File: config.mk
export PLATFORM = sky130hd
export DESIGN_NAME = alu_cmd_sequencer
export DESIGN_NICKNAME = d
export VERILOG_FILES = /design/src/rtl/alu_cmd_sequencer_pkg.sv /design/src/rtl/alu_func_dec.sv /design/src/rtl/alu_cmd_sequencer.sv
export SDC_FILE = /design/constraint.sdc
export NUM_CORES = 1
export LEC_CHECK = 0
export ABC_AREA = 1
export CORE_UTILIZATION = 53
export DETAILED_ROUTE_END_ITERATION = 8
export GPL_TIMING_DRIVEN = 1
export PLACE_DENSITY_LB_ADDON = 0.3
export SYNTH_ARGS = -nofsm -noshare
export SYNTH_HDL_FRONTEND = slang
export SYNTH_SLANG_ARGS = --single-unit
File: constraint.sdc
create_clock -name clk -period 3.3 [get_ports clk]
set_input_delay 0.495 -clock clk [delete_from_list [all_inputs] [get_ports clk]]
set_output_delay 0.495 -clock clk [all_outputs]
set_load 0.03 [all_outputs]
File: src/rtl/alu_cmd_sequencer_pkg.sv
// rtl/alu_cmd_sequencer_pkg.sv - function codes, ALU op codes, FSM states and decode bundle
package alu_cmd_sequencer_pkg;

  localparam logic [2:0] FUNC_ADD  = 3'd0;
  localparam logic [2:0] FUNC_SUB  = 3'd1;
  localparam logic [2:0] FUNC_AND  = 3'd2;
  localparam logic [2:0] FUNC_OR   = 3'd3;
  localparam logic [2:0] FUNC_ANDN = 3'd4;
  localparam logic [2:0] FUNC_ORN  = 3'd5;
  localparam logic [2:0] FUNC_SLT  = 3'd6;
  localparam logic [2:0] FUNC_MUL  = 3'd7;

  localparam logic [1:0] ALU_OP_AND = 2'b00;
  localparam logic [1:0] ALU_OP_OR  = 2'b01;
  localparam logic [1:0] ALU_OP_ADD = 2'b10;

  typedef enum logic [1:0] {
    ST_IDLE = 2'd0,
    ST_EXEC = 2'd1,
    ST_MUL  = 2'd2,
    ST_RESP = 2'd3
  } state_e;

  typedef struct packed {
    logic       biv;
    logic [1:0] op;
    logic       cin;
    logic       is_mul;
    logic       is_slt;
    logic       use_carry;
  } dec_t;

endpackage

File: src/rtl/alu_func_dec.sv
// rtl/alu_func_dec.sv - maps a command function code onto ALU controls and result-shaping flags
module alu_func_dec
  import alu_cmd_sequencer_pkg::*;
(
  input  logic [2:0] func,
  output dec_t       dec
);

  always_comb begin
    dec    = '0;
    dec.op = ALU_OP_ADD;
    case (func)
      FUNC_ADD: dec.use_carry = 1'b1;
      FUNC_SUB: begin
        dec.biv       = 1'b1;
        dec.cin       = 1'b1;
        dec.use_carry = 1'b1;
      end
      FUNC_AND: dec.op = ALU_OP_AND;
      FUNC_OR:  dec.op = ALU_OP_OR;
      FUNC_ANDN: begin
        dec.biv = 1'b1;
        dec.op  = ALU_OP_AND;
      end
      FUNC_ORN: begin
        dec.biv = 1'b1;
        dec.op  = ALU_OP_OR;
      end
      // SLT is a subtract whose sign is post-processed by the sequencer
      FUNC_SLT: begin
        dec.biv    = 1'b1;
        dec.cin    = 1'b1;
        dec.is_slt = 1'b1;
      end
      FUNC_MUL: dec.is_mul = 1'b1;
      default: dec = '0;
    endcase
  end

endmodule

File: src/rtl/alu_cmd_sequencer.sv
// rtl/alu_cmd_sequencer.sv - command/response sequencer driving an external ALU, with shift-add MUL
module alu_cmd_sequencer
  import alu_cmd_sequencer_pkg::*;
#(
  parameter int W     = 32,
  parameter int CNT_W = 6
) (
  input  logic             clk,
  input  logic             rst,
  input  logic             cmd_valid,
  output logic             cmd_ready,
  input  logic [2:0]       cmd_func,
  input  logic [W-1:0]     cmd_a,
  input  logic [W-1:0]     cmd_b,
  output logic             rsp_valid,
  input  logic             rsp_ready,
  output logic [W-1:0]     rsp_data,
  output logic             rsp_carry,
  output logic             rsp_zero,
  output logic [W-1:0]     alu_a,
  output logic [W-1:0]     alu_b,
  output logic             alu_biv,
  output logic [1:0]       alu_op,
  output logic             alu_cin,
  input  logic [W-1:0]     alu_result,
  input  logic             alu_cout
);

  state_e           state_q, state_d;
  logic             cmd_ready_q, cmd_ready_d;
  logic             rsp_valid_q, rsp_valid_d;
  logic [W-1:0]     rsp_data_q, rsp_data_d;
  logic             rsp_carry_q, rsp_carry_d;
  logic             rsp_zero_q, rsp_zero_d;
  logic [W-1:0]     alu_a_q, alu_a_d;
  logic [W-1:0]     alu_b_q, alu_b_d;
  logic             alu_biv_q, alu_biv_d;
  logic [1:0]       alu_op_q, alu_op_d;
  logic             alu_cin_q, alu_cin_d;
  logic [W-1:0]     mplr_q, mplr_d;
  logic [CNT_W-1:0] cnt_q, cnt_d;
  logic             slt_q, slt_d;
  logic             use_carry_q, use_carry_d;
  logic             lt;
  dec_t             dec;

  alu_func_dec u_dec (
    .func (cmd_func),
    .dec  (dec)
  );

  // Signed less-than: differing signs decide directly, otherwise the difference sign does
  assign lt = (alu_a_q[W-1] ^ alu_b_q[W-1]) ? alu_a_q[W-1] : alu_result[W-1];

  always_comb begin
    state_d     = state_q;
    cmd_ready_d = cmd_ready_q;
    rsp_valid_d = rsp_valid_q;
    rsp_data_d  = rsp_data_q;
    rsp_carry_d = rsp_carry_q;
    alu_a_d     = alu_a_q;
    alu_b_d     = alu_b_q;
    alu_biv_d   = alu_biv_q;
    alu_op_d    = alu_op_q;
    alu_cin_d   = alu_cin_q;
    mplr_d      = mplr_q;
    cnt_d       = cnt_q;
    slt_d       = slt_q;
    use_carry_d = use_carry_q;
    case (state_q)
      ST_IDLE: begin
        if (cmd_valid) begin
          // MUL runs acc + mcand on the adder: a holds the accumulator, b the multiplicand
          alu_a_d     = dec.is_mul ? '0 : cmd_a;
          alu_b_d     = dec.is_mul ? cmd_a : cmd_b;
          alu_biv_d   = dec.biv;
          alu_op_d    = dec.op;
          alu_cin_d   = dec.cin;
          slt_d       = dec.is_slt;
          use_carry_d = dec.use_carry;
          mplr_d      = cmd_b;
          cnt_d       = '0;
          cmd_ready_d = 1'b0;
          state_d     = dec.is_mul ? ST_MUL : ST_EXEC;
        end
      end
      ST_EXEC: begin
        rsp_data_d  = slt_q ? {{(W-1){1'b0}}, lt} : alu_result;
        rsp_carry_d = use_carry_q & alu_cout;
        rsp_valid_d = 1'b1;
        state_d     = ST_RESP;
      end
      ST_MUL: begin
        if (mplr_q[0]) begin
          alu_a_d = alu_result;
        end
        alu_b_d = alu_b_q << 1;
        mplr_d  = mplr_q >> 1;
        cnt_d   = cnt_q + 1'b1;
        if (cnt_q == CNT_W'(W - 1)) begin
          rsp_data_d  = mplr_q[0] ? alu_result : alu_a_q;
          rsp_carry_d = 1'b0;
          rsp_valid_d = 1'b1;
          state_d     = ST_RESP;
        end
      end
      ST_RESP: begin
        if (rsp_ready) begin
          rsp_valid_d = 1'b0;
          cmd_ready_d = 1'b1;
          state_d     = ST_IDLE;
        end
      end
      default: state_d = ST_IDLE;
    endcase
    rsp_zero_d = (rsp_data_d == '0);
  end

  always_ff @(posedge clk) begin
    if (rst) begin
      state_q     <= ST_IDLE;
      cmd_ready_q <= 1'b1;
      rsp_valid_q <= 1'b0;
      rsp_data_q  <= '0;
      rsp_carry_q <= 1'b0;
      rsp_zero_q  <= 1'b1;
      alu_a_q     <= '0;
      alu_b_q     <= '0;
      alu_biv_q   <= 1'b0;
      alu_op_q    <= ALU_OP_AND;
      alu_cin_q   <= 1'b0;
      mplr_q      <= '0;
      cnt_q       <= '0;
      slt_q       <= 1'b0;
      use_carry_q <= 1'b0;
    end else begin
      state_q     <= state_d;
      cmd_ready_q <= cmd_ready_d;
      rsp_valid_q <= rsp_valid_d;
      rsp_data_q  <= rsp_data_d;
      rsp_carry_q <= rsp_carry_d;
      rsp_zero_q  <= rsp_zero_d;
      alu_a_q     <= alu_a_d;
      alu_b_q     <= alu_b_d;
      alu_biv_q   <= alu_biv_d;
      alu_op_q    <= alu_op_d;
      alu_cin_q   <= alu_cin_d;
      mplr_q      <= mplr_d;
      cnt_q       <= cnt_d;
      slt_q       <= slt_d;
      use_carry_q <= use_carry_d;
    end
  end

  assign cmd_ready = cmd_ready_q;
  assign rsp_valid = rsp_valid_q;
  assign rsp_data  = rsp_data_q;
  assign rsp_carry = rsp_carry_q;
  assign rsp_zero  = rsp_zero_q;
  assign alu_a     = alu_a_q;
  assign alu_b     = alu_b_q;
  assign alu_biv   = alu_biv_q;
  assign alu_op    = alu_op_q;
  assign alu_cin   = alu_cin_q;

endmodule

# Word-level counts from Yosys, hierarchy flattened
# Index checks and enable logic that the tools add are counted.
# word_totals
word_cells	84
output_inout_bits	104
regBits	146
in_bits	104
# op_classes
bitwise	2
addsub	1
n_mux	34
eq_ne	14
reduce_logical	18
# op_table
cell	count
two-way mux 32 bit	8
one-hot mux 32 bit (2 select lines)	4
logical NOT 32 bit	1
== test 3 bit (second input constant)	4
one-hot mux 6 bit (2 select lines)	1
two-way mux 1 bit	11
AND reduction 3 bit	3
two-way mux 2 bit	4
one-hot mux 2 bit (4 select lines)	1
OR reduction 2 bit	4
adder 6 x 1 -> 6 bit (second input constant)	1
== test 3 x 2 -> 1 bit (second input constant)	2
== test 6 x 5 -> 1 bit (second input constant)	1
two-way mux 6 bit	1
inequality test 2 bit (second input constant)	3
AND reduction 2 bit	3
nonzero test 2 bit	3
== test 2 bit (second input constant)	2
one-hot mux 1 bit (2 select lines)	2
one-hot mux 2 bit (2 select lines)	1
OR reduction 4 bit	1
== test 3 x 1 -> 1 bit (second input constant)	1
logical NOT 3 bit	1
one-hot mux 1 bit (3 select lines)	1
5 further kinds	5

# Longest topological paths before layout
# depth
ltp_word	5
depth_mapped	15
depth_no_buf	13

# Cells and area by module
# From an unflattened synthesis, not the netlist that was laid out.
# hier_totals
cells_unflattened	1124
area_unflattened_um2	7508.5
# modules_own_cells
module	cells_each	instances	area_each_um2	seq_area_each_um2
alu_cmd_sequencer	1107	1	7435.9	2922.8
alu_func_dec	17	1	72.6	0.0

# Least setup slack after synthesis
# OpenSTA, ideal clock, no wires.
# synth_path
path_kind	flip-flop to flip-flop
from	register state_q[0]
to	register alu_a_q[17] (netlist: alu_a[17])
setup_ns	0.056
slack_ns	1.568
arrival_time_ns	1.676
synth_period_minus_slack_ns	1.732
path_stages_with_launch	10
cell_sequence	dfxtp_1 inv_1 ha_1 inv_1 buf_2 buf_2 clkbuf_1 nand3_1 a31o_2 inv_1
# synth_between
elab_chain_cells	3
# synth_rtl
item	line_no	rtl
start, declared	alu_cmd_sequencer.sv:29	state_e state_q, state_d;
start signal, assigned	alu_cmd_sequencer.sv:137	state_q <= state_d;
== test 2 bit / logical NOT 2 bit (equally long branches)	alu_cmd_sequencer.sv:70	case (state_q)
nonzero test 2 bit (no line) / inequality test 2 bit (equally long branches)	n/a	
AND reduction 2 bit (no line)	n/a	
end signal, assigned	alu_cmd_sequencer.sv:143	alu_a_q <= alu_a_d;
end, declared	alu_cmd_sequencer.sv:35	logic [W-1:0] alu_a_q, alu_a_d;
# Several ways; a longest one is shown, not always the timed one.
# A chain may end at the register's enable or synchronous reset.

# Worst setup path after layout
# layout_path
from	register state_q[0]
to	register rsp_zero_q (netlist: rsp_zero)
# layout_between
elab_chain_cells	3
# layout_rtl
item	line_no	rtl
== test 2 bit / == test 2 x 1 -> 1 bit (equally long branches)	alu_cmd_sequencer.sv:70	
one-hot mux 32 bit (2 select lines) (*)	alu_cmd_sequencer.sv:70	
logical NOT 32 bit (*)	alu_cmd_sequencer.sv:116	rsp_zero_d = (rsp_data_d == '0);
end signal, assigned	alu_cmd_sequencer.sv:142	rsp_zero_q <= rsp_zero_d;
end, declared	alu_cmd_sequencer.sv:34	logic rsp_zero_q, rsp_zero_d;
# Every way passes the cells marked *; elsewhere a longest branch is shown, timed or not.

==> metrics <==
status=finished, final reports clean; mapped cell area=7580 sq um; DR pass1 iterations=7; RSZ-0062 raised after global routing=no; final period utilization=about three quarters; clk buf depth=2; Antenna Nets Post-Route=0; Post-route DRC=0; Setup WS pre-CTS=slightly above 600 ps; met1 WL=10880 um; postcts setup bufs=0; Worst slew margin=26.48%; actual slew at the worst max-slew pin=1103 ps; PostCTS Resize Cnt=0; IO Count=208; Setup CP Type=register to register; Reg clk slew, reported paths=approximately 60 ps; Hold Buf Count CTS=0; Starting DRT DRC Count=902; cell area after placement=a little under 10000 sq um; Mapped Nets=1270; Die Span X=121.6 um; Netlist cell types=33; Initial Utilization=54.40%; Routability Congestion=0.9168; Area Overhead vs Synth=35.41%; Slew Limit Fails=0; global-route wire length before repair=37680 um; WP data arrival=2800 ps; # diodes=0; VDD IR-drop max=about 0.00047 V; Synth Register Bits=between 100 and 150; total wire length=23920 um; nets=1428; Required @ worst endpoint=3560 ps; Final Util=between 70% and 80%; largest area contributor in the netlist=dfxtp_1; Pleak=4.396 nW; PwrDens=914.8 nW/um^2; async set-reset flop share out of synthesis=0%; count leader, synth=nand2_1; floorplan row count=43; Clock Skews=5.384 ps; wire length per cell=15.82 um; CTS tree=built; synth top area cells=dfxtp_1 39%, nand2_1 17%, nor2_1 8.1%; Seq/Total Area, Yosys=38.56%; met3 wire len=2098 um; Post-synth EDFFs=0; vias in the first global route=7369; # setup viols final=0; CTS Sinks=~150; wire length on met2=10420 um; crit end category=register; top routing layer in use=met4; Die ar.=14780 sq um; Post-Layout Inst Area=10260 sq um; Synth warnings=0; Final min period=around 2500 ps; initial antenna violation count=0; Syn Area/Cell=around 6.5 sq um; htree depth=4; hpwl dp=16150 um; sum of negative setup slack=0 ps; worst reg2reg setup slack=approximately 770 ps; Critical Path Fanout Max=72; Cells after Synth=1161; I/O Buffers=207; vias after detailed routing=8400; Post-synth top cells=348 x nand2_1, 164 x nor2_1, 146 x dfxtp_1; share of layout cells above drive strength 1=between 7 and 8%; clk_lat worst skew=approximately 430 ps; post-route setup slack=766.5 ps; root buf cell=clkbuf_16; most frequently used flop master after synthesis=dfxtp_1; HP Class=register to register; Total GRT Usage=about a third; largest net degree at the start of global routing=between 70 and 80; fmax=394.7 MHz; DIE HEIGHT=between 100 and 150 um; count of final hold-check violations=0; Synth top area share=roughly two fifths; Worst setup SP type=register; post-DR vias/cell=5.556; cts bufs inserted=17; Core Region=13930 sq um; max-cap violations=0; hold slack=473.7 ps; total gr overflow=0
[stage by stage]
| stage | power [mW] | instances |
|---|---|---|
| floorplan | 5.810 | 1161 |
| global placement | 7.150 | 1480 |
| detailed placement | 7.213 | 1480 |
| CTS | 9.344 | 1512 |
| global route | 9.958 | 1512 |
| finish | 9.389 | 1512 |
[layout by cell type, fill, tap and decap left out, drive strengths merged, types with 11 or more instances in the layout]
cell type	instances
a21oi	45
clkbuf	23
buf	15
nand3	54
a31o	30
clkdlybuf4s50	206
nor2	166
nand2	351
dfxtp	146
o211ai	11
o21ai	111
inv	65
or2	16
a31oi	61
[final timing paths]
| check | startpoint | endpoint | cells past startpoint |
|---|---|---|---|
| setup / recovery | state_q[0] | rsp_zero | 14 |
| hold / removal | alu_cin | alu_cin | 2 |
| setup reg to reg | state_q[0] | rsp_zero | 14 |
| hold reg to reg | alu_cin | alu_cin | 2 |
[report_power, final]
part / total, mW / switching [mW] / internal (mW)
combinational: 4.64 / 3.01 / 1.63
clock: 2.12 / 0.757 / 1.36
sequential: 2.63 / 0.355 / 2.27
[layout make-up]
type	count	area [sq um]
Clock buffer	23	498.0
Clock inverter	9	150.1
Fill cell	1132	3671
Inverter	65	244.0
Multi-Input combinational cell	868	4051
Sequential cell	146	2923
Tap cell	180	225.2
Timing Repair Buffer	221	2172
[sequential cells by signal, summed over array words and instances (netlist names)]
register / count
alu_a: 32
alu_b: 32
mplr_q: 32
rsp_data: 32
cnt_q: 6
alu_op: 2
state_q: 2
alu_biv: 1
alu_cin: 1
cmd_ready: 1
rsp_carry: 1
rsp_valid: 1
rsp_zero: 1
slt_q: 1
use_carry_q: 1
[logic make-up (layout without fill, tap and decap cells)]
kind of cell | Yosys count | count (layout) | synth area share [%]
XOR/XNOR | 1 | 1 | 0.1156
AO/OA/AOI/OAI | 268 | 268 | 20.88
AND/OR/NAND/NOR | 594 | 594 | 31.38
adder cells (fa/ha/maj) | 5 | 5 | 0.8254
flip-flops | 146 | 146 | 38.56
buffers and inverters | 147 | 318 | 8.237
[metal layers]
| layer | up-vias | track usage [%] |
|---|---|---|
| li1 | 4131 | - |
| met1 | 3814 | 46.61 |
| met2 | 404 | 48.65 |
| met3 | 51 | 6.461 |
| met4 | 0 | 11.27 |
| met5 | - | 0 |
[worst max-delay path: stages (launching register included)]
cell	delay, ps
dfxtp_1	330
inv_1	110
ha_2	220
buf_4	600
o21ai_0	280
nor2_1	260
nand2_1	90
nand2_1	70
nand2_1	60
nand2_1	70
nor2_1	40
nand2_1	60
nor2_1	50
nand2_1	70
o21ai_1	50
Note: power is estimated with default switching activity, not from simulation.
